`src/rtl/esc_spi_pkg.sv`:
```
// Shared constants and helpers for the ESC SPI access master.
// Holds the opcodes, the FSM state encodings and the maximum frame length.
// It also provides helpers that build the MOSI frame and give the header length.
package esc_spi_pkg;

  localparam logic [7:0] OP_READ      = 8'h03;
  localparam logic [7:0] OP_FAST_READ = 8'h0B;
  localparam logic [7:0] OP_WRITE     = 8'h02;

  // Longest frame: opcode + 2 addr + dummy + 4 data bytes
  localparam int unsigned MAX_FRAME_BITS = 64;
  localparam int unsigned BIT_CNT_W      = 7;

  localparam logic [2:0] ST_IDLE     = 3'd0;
  localparam logic [2:0] ST_CS_SETUP = 3'd1;
  localparam logic [2:0] ST_SHIFT    = 3'd2;
  localparam logic [2:0] ST_CS_HOLD  = 3'd3;
  localparam logic [2:0] ST_GAP      = 3'd4;

  // Left-aligned MOSI frame. Bits past the real frame length are never shifted out.
  function automatic logic [MAX_FRAME_BITS-1:0] build_frame(
    input logic        write,
    input logic        fast,
    input logic [15:0] addr,
    input logic [31:0] wdata
  );
    if (write)
      build_frame = {OP_WRITE, addr, wdata[7:0], wdata[15:8], wdata[23:16], wdata[31:24], 8'h00};
    else if (fast)
      build_frame = {OP_FAST_READ, addr, 40'h0};
    else
      build_frame = {OP_READ, addr, 40'h0};
  endfunction

  // Bits before the first data bit. Fast reads add the dummy byte.
  function automatic logic [BIT_CNT_W-1:0] header_bits(input logic write, input logic fast);
    header_bits = (!write && fast) ? BIT_CNT_W'(32) : BIT_CNT_W'(24);
  endfunction

endpackage

```
`src/rtl/esc_spi_sclk_gen.sv`:
```
// SCLK generator: the level toggles every CLK_DIV clk cycles while en is high.
// The rise_c and fall_c strobes mark the clk edge at which SCLK goes high or low.
// Ports: clk, reset (async, active high), en, sclk (registered level), rise_c, fall_c.
module esc_spi_sclk_gen #(
  parameter int unsigned CLK_DIV = 4
) (
  input  logic clk,
  input  logic reset,
  input  logic en,
  output logic sclk,
  output logic rise_c,
  output logic fall_c
);

  localparam int unsigned CNT_W = (CLK_DIV > 2) ? $clog2(CLK_DIV) : 1;

  logic [CNT_W-1:0] cnt;
  logic             term_c;

  assign term_c = en && (cnt == CNT_W'(CLK_DIV - 1));
  assign rise_c = term_c && !sclk;
  assign fall_c = term_c && sclk;

  // Half-period counter. Disabling the generator parks SCLK low with a fresh count.
  always_ff @(posedge clk or posedge reset) begin
    if (reset) begin
      cnt  <= '0;
      sclk <= 1'b0;
    end else if (!en) begin
      cnt  <= '0;
      sclk <= 1'b0;
    end else if (term_c) begin
      cnt  <= '0;
      sclk <= ~sclk;
    end else begin
      cnt  <= cnt + 1'b1;
    end
  end

endmodule

```
`src/rtl/esc_spi_access_master.sv`:
```
// SPI command engine for the ESC SPI port (LAN9252 style, SPI mode 0).
// It takes register read and write requests on a valid/ready interface and serialises them as:
//   opcode, addr[15:8], addr[7:0], [dummy], data bytes, each byte MSB first.
// Read data is returned with resp_valid.
// Build option: define ESC_SPI_FAST_READ_EN to use opcode 0x0B plus one dummy byte for reads.
// Ports:
//   clk, reset          clock and asynchronous active-high reset
//   req_valid/ready     request handshake; req_write, req_addr, req_len, req_wdata are the fields
//   resp_valid          one-cycle pulse at transaction end, with resp_rdata (0 for writes)
//   busy                high from accept until the inter-frame gap ends
//   esc_eepdone         asynchronous EEPROM-loaded flag; blocks new accepts while low
//   spi_sclk/cs_n/mosi  SPI outputs; spi_miso is the SPI input
module esc_spi_access_master
  import esc_spi_pkg::*;
#(
  parameter int unsigned CLK_DIV = 4,
  parameter int unsigned CS_GAP  = 8
) (
  input  logic        clk,
  input  logic        reset,
  input  logic        req_valid,
  output logic        req_ready,
  input  logic        req_write,
  input  logic [15:0] req_addr,
  input  logic [1:0]  req_len,
  input  logic [31:0] req_wdata,
  output logic        resp_valid,
  output logic [31:0] resp_rdata,
  output logic        busy,
  input  logic        esc_eepdone,
  output logic        spi_sclk,
  output logic        spi_cs_n,
  output logic        spi_mosi,
  input  logic        spi_miso
);

`ifdef ESC_SPI_FAST_READ_EN
  localparam logic FAST_READ = 1'b1;
`else
  localparam logic FAST_READ = 1'b0;
`endif

  localparam int unsigned PH_W = 16;

  logic [2:0]                state, state_nxt;
  logic [PH_W-1:0]           ph_cnt;
  logic                      eep_s1, eep_s2;
  logic [MAX_FRAME_BITS-1:0] tx_sr;
  logic [BIT_CNT_W-1:0]      bit_cnt, frame_bits, hdr_bits;
  logic                      is_write;
  logic [31:0]               rx_data;

  logic                      accept_c, sclk_en_c, rise_c, fall_c;
  logic                      last_bit_c, hold_end_c;
  logic [MAX_FRAME_BITS-1:0] frame_c;
  logic [BIT_CNT_W-1:0]      hdr_c, len_bits_c;
  logic [4:0]                data_off_c, rx_idx_c;

  assign accept_c   = req_valid && req_ready;
  assign sclk_en_c  = (state == ST_SHIFT);
  assign frame_c    = build_frame(req_write, FAST_READ, req_addr, req_wdata);
  assign hdr_c      = header_bits(req_write, FAST_READ);
  assign len_bits_c = {1'b0, ({1'b0, req_len} + 3'd1), 3'b000};
  assign last_bit_c = fall_c && (bit_cnt == frame_bits - BIT_CNT_W'(1));
  assign hold_end_c = (state == ST_CS_HOLD) && (ph_cnt == PH_W'(CLK_DIV - 1));
  // Data bytes arrive byte0 first and MSB first. The bit offset maps to {byte, 7-bit}.
  assign data_off_c = 5'(bit_cnt - hdr_bits);
  assign rx_idx_c   = {data_off_c[4:3], ~data_off_c[2:0]};

  esc_spi_sclk_gen #(.CLK_DIV(CLK_DIV)) u_sclk_gen (
    .clk    (clk),
    .reset  (reset),
    .en     (sclk_en_c),
    .sclk   (spi_sclk),
    .rise_c (rise_c),
    .fall_c (fall_c)
  );

  // State register
  always_ff @(posedge clk or posedge reset) begin
    if (reset) state <= ST_IDLE;
    else       state <= state_nxt;
  end

  // Next-state logic
  always_comb begin
    state_nxt = state;
    case (state)
      ST_IDLE:     if (accept_c)                         state_nxt = ST_CS_SETUP;
      ST_CS_SETUP: if (ph_cnt == PH_W'(CLK_DIV - 1))     state_nxt = ST_SHIFT;
      ST_SHIFT:    if (last_bit_c)                       state_nxt = ST_CS_HOLD;
      ST_CS_HOLD:  if (hold_end_c)                       state_nxt = ST_GAP;
      ST_GAP:      if (ph_cnt == PH_W'(CS_GAP - 1))      state_nxt = ST_IDLE;
      default:                                           state_nxt = ST_IDLE;
    endcase
  end

  // Phase counter for the setup, hold and gap intervals. It restarts on every state change.
  always_ff @(posedge clk or posedge reset) begin
    if (reset)                                          ph_cnt <= '0;
    else if (state_nxt != state)                        ph_cnt <= '0;
    else if (state != ST_IDLE && state != ST_SHIFT)     ph_cnt <= ph_cnt + 1'b1;
  end

  // Datapath and registered outputs
  always_ff @(posedge clk or posedge reset) begin
    if (reset) begin
      eep_s1     <= 1'b0;
      eep_s2     <= 1'b0;
      req_ready  <= 1'b0;
      busy       <= 1'b0;
      resp_valid <= 1'b0;
      resp_rdata <= '0;
      spi_cs_n   <= 1'b1;
      spi_mosi   <= 1'b0;
      tx_sr      <= '0;
      bit_cnt    <= '0;
      frame_bits <= '0;
      hdr_bits   <= '0;
      is_write   <= 1'b0;
      rx_data    <= '0;
    end else begin
      resp_valid <= 1'b0;
      eep_s1     <= esc_eepdone;
      eep_s2     <= eep_s1;
      // Registered form of (state==IDLE && eep_s2), one cycle ahead of use
      req_ready  <= (state_nxt == ST_IDLE) && eep_s1;
      busy       <= (state_nxt != ST_IDLE);

      if (accept_c) begin
        tx_sr      <= frame_c;
        spi_mosi   <= frame_c[MAX_FRAME_BITS-1];
        spi_cs_n   <= 1'b0;
        bit_cnt    <= '0;
        hdr_bits   <= hdr_c;
        frame_bits <= hdr_c + len_bits_c;
        is_write   <= req_write;
        rx_data    <= '0;
      end

      // MISO is only captured during read data bits
      if (rise_c && !is_write && (bit_cnt >= hdr_bits))
        rx_data[rx_idx_c] <= spi_miso;

      if (fall_c) begin
        bit_cnt  <= bit_cnt + 1'b1;
        tx_sr    <= tx_sr << 1;
        spi_mosi <= last_bit_c ? 1'b0 : tx_sr[MAX_FRAME_BITS-2];
      end

      if (hold_end_c) begin
        spi_cs_n   <= 1'b1;
        resp_valid <= 1'b1;
        resp_rdata <= is_write ? 32'h0 : rx_data;
      end
    end
  end

endmodule

```
`config.mk`:
```
export PLATFORM = sky130hd
export DESIGN_NAME = esc_spi_access_master
export DESIGN_NICKNAME = d
export VERILOG_FILES = /design/src/rtl/esc_spi_pkg.sv /design/src/rtl/esc_spi_sclk_gen.sv /design/src/rtl/esc_spi_access_master.sv
export SDC_FILE = /design/constraint.sdc
export NUM_CORES = 1
export LEC_CHECK = 0
export BUFFER_PORTS_ARGS = -buffer_cell sky130_fd_sc_hd__buf_2
export CAP_MARGIN = 40
export CORE_ASPECT_RATIO = 0.9
export CORE_MARGIN = 10
export CORE_UTILIZATION = 30
export CTS_CLUSTER_SIZE = 40
export DETAILED_ROUTE_END_ITERATION = 6
export HOLD_SLACK_MARGIN = 0.05
export PLACE_DENSITY = 0.58
export SLEW_MARGIN = 0
export SYNTH_ARGS = -nofsm -noshare
export SYNTH_HDL_FRONTEND = slang
export SYNTH_SLANG_ARGS = --single-unit
```
`constraint.sdc`:
```
create_clock -name clk -period 5.05 [get_ports clk]
set_input_delay 0.7575 -clock clk [delete_from_list [all_inputs] [get_ports clk]]
set_output_delay 0.7575 -clock clk [all_outputs]
set_load 0.02 [all_outputs]
```
# Word level (Yosys, flattened, before mapping)
# Cells that the tools add are included.
# W data, S select, Z words.
# classes
mux	29
addsub	7
n_eq_ne	11
bitwise_logic	2
magnitude_cmp	3
reduce_logical	20
# op_table
cell	count
$mux W63	2
$mux W32	3
$mux W57	1
$bwmux W32	1
$mux W16	2
$add A16 B1 Y16 const B	1
$eq A16 B2 Y1 const B	1
$eq A16 B3 Y1 const B	1
$mux W3	5
$pmux W3 S5	1
$mux W7	2
$logic_and A1 B1 Y1	11
$mux W1	9
$add A5 B6 Y7 const A	1
$add A7 B1 Y7 const B	1
$eq A7 B7 Y1	1
$ge A7 B5 Y1	1
$sub A7 B1 Y7 const B	1
$eq A3 B2 Y1 const B	2
$logic_not A3 Y1	2
$lt A5 B6 Y1 const B	1
$reduce_bool A2 Y1	3
$reduce_bool A3 Y1	2
$demux W1 S5	1
14 further kinds	16
# totals
input_bits	56
regBits	171
out_inout_bits	38
word_cells	89

# Logic depth before layout (Yosys ltp)
# logic_depth
word_depth	8
mapped_depth	10
ltp_nobuf	9

# By module
# Synthesis repeated with hierarchy kept, for this count alone.
# hier_totals
cells_unflattened	800
hier_area_um2	7583.5
# by_module_without_submodules
mod	cells_each	area_per_inst_um2	seq_area_each_um2	instances
esc_spi_access_master	788	7444.6	3930.0	1
esc_spi_sclk_gen	12	138.9	75.1	1

# Least setup slack after synthesis
# OpenSTA, ideal clock, no wires.
# synth_path
path_type	reg2reg
startpoint	register bit_cnt[3]
endpoint	register rx_data[16]
setup_ns	0.096
stages_incl_launch_ff	11
t_arrival_ns	2.254
period_less_slack_ns	2.350
n_path_buf	1
t_required_ns	4.954
slack_ns	2.700
path_cell_list	dfrtp_1 inv_1 ha_1 inv_1 fa_1 or3_1 o211a_1 nand2_1 clkbuf_1 o211ai_1 o31ai_1
# synth_via
elab_chain_cells	7
word_cells_on_any_way	10
classes_between	1 x add/sub; 3 x order compare; 4 x mux; 2 x reduce/logical
# synth_rtl
element	line	text
from (decl)	esc_spi_access_master.sv:49	logic [BIT_CNT_W-1:0] bit_cnt, frame_bits, hdr_bits;
from (signal assigned)	esc_spi_access_master.sv:146	bit_cnt <= bit_cnt + 1'b1;
$sub A5 B5 Y5	esc_spi_access_master.sv:67	assign data_off_c = 5'(bit_cnt - hdr_bits);
$lt A5 B6 Y1 (not written as such) or $ge A5 B1 Y1 (tied branches)	esc_spi_access_master.sv:143	rx_data[rx_idx_c] <= spi_miso;
$logic_and A1 B1 Y1 (not written as such)	esc_spi_access_master.sv:143	
$mux W1 (not written as such)	esc_spi_access_master.sv:143	
$demux W1 S5	esc_spi_access_master.sv:143	
$bwmux W32	esc_spi_access_master.sv:143	
$mux W32 (*)	esc_spi_access_master.sv:142	if (rise_c && !is_write && (bit_cnt >= hdr_bits))
to (signal, indexed assignment)	esc_spi_access_master.sv:143	
to (decl)	esc_spi_access_master.sv:51	logic [31:0] rx_data;
# Every way passes the cells marked *; elsewhere a longest branch is shown, timed or not.
# A chain may end at the register's enable or synchronous reset.

# Worst setup path after layout
# layout_path
startpoint	register u_sclk_gen.cnt[0]
endpoint	register ph_cnt[15]
# layout_via
elab_chain_cells	8
word_cells_on_any_way	9
classes_between	2 x eq/ne; 3 x mux; 4 x reduce/logical
# layout_rtl
element	line	text
from (decl)	esc_spi_sclk_gen.sv:17	logic [CNT_W-1:0] cnt;
from (signal assigned)	esc_spi_sclk_gen.sv:36	cnt <= cnt + 1'b1;
$eq A2 B2 Y1 (*)	esc_spi_sclk_gen.sv:20	assign term_c = en && (cnt == CNT_W'(CLK_DIV - 1));
$logic_and A1 B1 Y1 (*)	esc_spi_sclk_gen.sv:20	
$logic_and A1 B1 Y1 (*)	esc_spi_sclk_gen.sv:22	assign fall_c = term_c && sclk;
$logic_and A1 B1 Y1 (*)	esc_spi_access_master.sv:64	assign last_bit_c = fall_c && (bit_cnt == frame_bits - BIT_CNT_W'(1));
$mux W3 (*)	esc_spi_access_master.sv:91	ST_SHIFT: if (last_bit_c) state_nxt = ST_CS_HOLD;
$pmux W3 S5 (*)	esc_spi_access_master.sv:88	case (state)
$ne A3 B3 Y1 (*)	esc_spi_access_master.sv:101	else if (state_nxt != state) ph_cnt <= '0;
$mux W16 or $reduce_bool A2 Y1 (tied branches)	--	
to (signal assigned)	esc_spi_access_master.sv:102	else if (state != ST_IDLE && state != ST_SHIFT) ph_cnt <= ph_cnt + 1'b1;
to (decl)	esc_spi_access_master.sv:46	logic [PH_W-1:0] ph_cnt;
# Marks and branches as above.

==> summary.txt <==
Clk_lat worst skew: 0.43 ns
First-pass GRT wire length: 30.9 mm
Worst setup startpoint: u_sclk_gen.cnt[0]
CTS tree: done
DPL Wire Length: 11.4 mm
Crit path kind: flip-flop to flip-flop
Worst Max-Slew Pin Slew: 0.922 ns
Max Slew Vio Count: 0
Overall die area: 31700 um2
Setup Buffers After CTS: 0
# setup viols final: 0
Post-Synth XOR/XNOR Area: 2.92%
Crit path DAT: 3.06 ns
CTS root buffer: clkbuf_16
Routed Antenna Nets: 0
Fin worst setup slack: 2.28 ns
GRT overflow: 0
DRC Markers: 0
Synthesis-to-finish area growth: 17.5%
Total track usage: 11.7%
Chip height: 170 um
Max Cap Viol: 0
Leak pwr: 4.02 nW
EDFF count, synth: 0
Top cells by area, synth: dfrtp_1 53%, nand2_1 7.0%, a31oi_1 4.2%, nor2_1 4.1%, o21ai_0 3.7%
Clock Path Buffers: 2
CTS Buf Count: 17
ANT cells: 0
Avg Cell Area, Syn: 9.49 um2
Vias in the first global route: 5935
Post-synth net total: 857
Worst slack, placed: 2.25 ns
Setup Skew: 0.0115 ns
Main combinational cell family by area after synthesis: simple AND/OR/NAND/NOR gates
FF-to-FF setup slack: 2.28 ns
CP endpoint kind: flip-flop
Hold WC Path Type: input pin to flip-flop
Num rows: 54
Share of post-route cells with drive strength above 1: 17.4%
CP startpoint kind: flip-flop
Starting Density: 30.7%
Placer congestion estimate: 0.733
Area leader, netlist: dfrtp_1
Sequential element share of the synthesized area: 53.5%
Worst IR Drop VDD: 172 uV
Largest net degree at the start of global routing: 161
Top_reg_cell synth: dfrtp_1
Synth top area share: 53.1%
Synthesized cell area: 7490 um2
Multiplexer share of the synthesized area: 0.134%
Crit-path max FO: 19
Die Width: 187 um
Initial antenna violation count: 0
Fin area: 8800 um2
Hold Crit Start: esc_eepdone
Post-layout nets: 915
Cts repair resizes: 0
Adder-cell share of the synthesized area: 2.10%
RSZ-0062 raised after global routing: no
Seq cells post-synth: 160
Post-CTS Hold Buffers: 0
Outcome: complete, no violations
Reg2reg start: u_sclk_gen.cnt[0]
Final min period: 2.77 ns
FFs w/ async S/R, synth: 100%
FMAX: 0.360 GHz
Simple-gate share of the synthesized area: 21.1%
Mapped Cells: 789
FF-to-FF End: ph_cnt[15]
Post-synth cell types: 41
Clock slew at reported path FFs: 0.07 ns
Sink Count: 160
H-tree depth reported by CTS: 4
Port bufs: 93
Crit path to: ph_cnt[15]
Ports: 94
Vias: 5850
Total negative slack: 0 ns
Final wirelength: 18.2 mm
Endpoints failing hold: 0
Compound-Gate Fraction of Synth Area: 15.3%
Pwr Density: 299 nW/um2
DP Area: 8240 um2
First-pass DRT Iterations: 5
Yosys Warn Count: 0
Period utilization: 54.9%
Worst path required time: 5.33 ns
Cells on worst reg2reg path: 6
Core box area: 24400 um2
Iteration-0 DRC Markers: 429
Via-to-Cell Ratio: 4.89
Slew HR: 38.5%
Avg WL per Cell: 15.2 um
-- placed cells by master, fill, tap and decap left out, drive strengths merged, types with 3 or more instances in the layout --
cell	count
nand3	42
xnor2	9
and2	4
dfrtp	159
or3	3
o31ai	34
nor2	81
nand3b	36
clkbuf	18
ha	11
o21ai	56
xor2	16
a21oi	3
nand2	140
nand4	8
a31oi	50
and3	3
o211ai	32
buf	103
clkinv	4
nor3	6
inv	22
-- state kept, by name, summed over array words and instances (netlist names) --
signal and count:
resp_valid 1, is_write 1, resp_rdata 32, busy 1
ph_cnt 16, state 3, tx_sr 55, req_ready 1
bit_cnt 7, frame_bits 4, rx_data 32, hdr_bits 1
spi_cs_n 1, eep_s1 1, u_sclk_gen.sclk 1, spi_mosi 1
u_sclk_gen.cnt 2
-- cell type report --
type                    instances  area, um2
fillers                      2450      15600
flip-flops and latches        160       4010
multi-input cells             551       3130
repair buffers                103        628
clock buffers                  18        439
well taps                     336        420
clock inverters                14        121
inverters                      14       56.3
-- cell usage after synthesis, types with 2 or more instances --
master / instances
a21o_1: 2
o31ai_1: 34
clkbuf_1: 51
buf_12: 3
o21ai_0: 55
buf_4: 2
nor2_1: 81
o211ai_1: 32
buf_6: 2
or4_4: 2
ha_1: 11
or3b_2: 2
and4b_1: 2
buf_2: 2
buf_1: 4
a21oi_1: 3
xnor2_1: 9
xor2_1: 16
inv_1: 14
nand3_1: 42
nor3_1: 6
nand2_1: 140
or3_1: 2
nand3b_1: 36
and3_1: 3
a31oi_1: 50
and2_1: 4
dfrtp_1: 159
nand4_1: 8
-- power by group --
part           switching (mW)  internal (mW)
combinational          0.0494         0.0298
clock                   0.591          0.662
sequential            0.00751           1.29
-- how the worst min path moves through the flow --
stage,endpoint,slack (ns),cells after the start
6_report,eep_s1,0.43,1
5_1_grt,eep_s1,0.41,1
4_1_cts,eep_s1,0.41,1
3_5_place_dp,u_sclk_gen.cnt[0],0.43,1
3_3_place_gp,u_sclk_gen.cnt[0],0.43,1
2_1_floorplan,u_sclk_gen.cnt[0],0.41,1
-- critical path, cell delays in order, from the launching register on --
cell and delay [ns]:
dfrtp_1 0.36, ha_1 0.21, nor4bb_1 0.68, and2_1 0.65, nand4_1 0.27, o21ai_2 0.34, nor2_1 0.12
-- stage by stage --
| step | power (mW) | util (%) | hold slack, ns | std cells |
|---|---|---|---|---|
| global route | 2.74 | 36.1 | 0.406 | 1196 |
| detailed placement | 1.41 | 33.8 | 0.433 | 1164 |
| CTS | 2.67 | 36.1 | 0.406 | 1196 |
| global placement | 1.41 | 33.3 | 0.428 | 1159 |
| finish | 2.63 | 36.1 | 0.426 | 1196 |
| floorplan | 1.37 | - | 0.413 | 789 |
-- routing by layer --
metal	GRT usage (%)	vias up	wire length, um
met5	0	-	0
met4	3.71	0	204
li1	-	2878	-
met3	2.60	17	611
met2	17.4	97	8150
met1	16.4	2858	9210
-- cell families (layout without fill, tap and decap cells) --
family	Yosys count	after routing
buf+inv	78	149
flops	160	160
xor+xnor	25	25
simple gates	333	333
compound gates	180	180
mux	1	1
fa+ha+maj	12	12
Note: power is estimated with default switching activity, not from simulation.
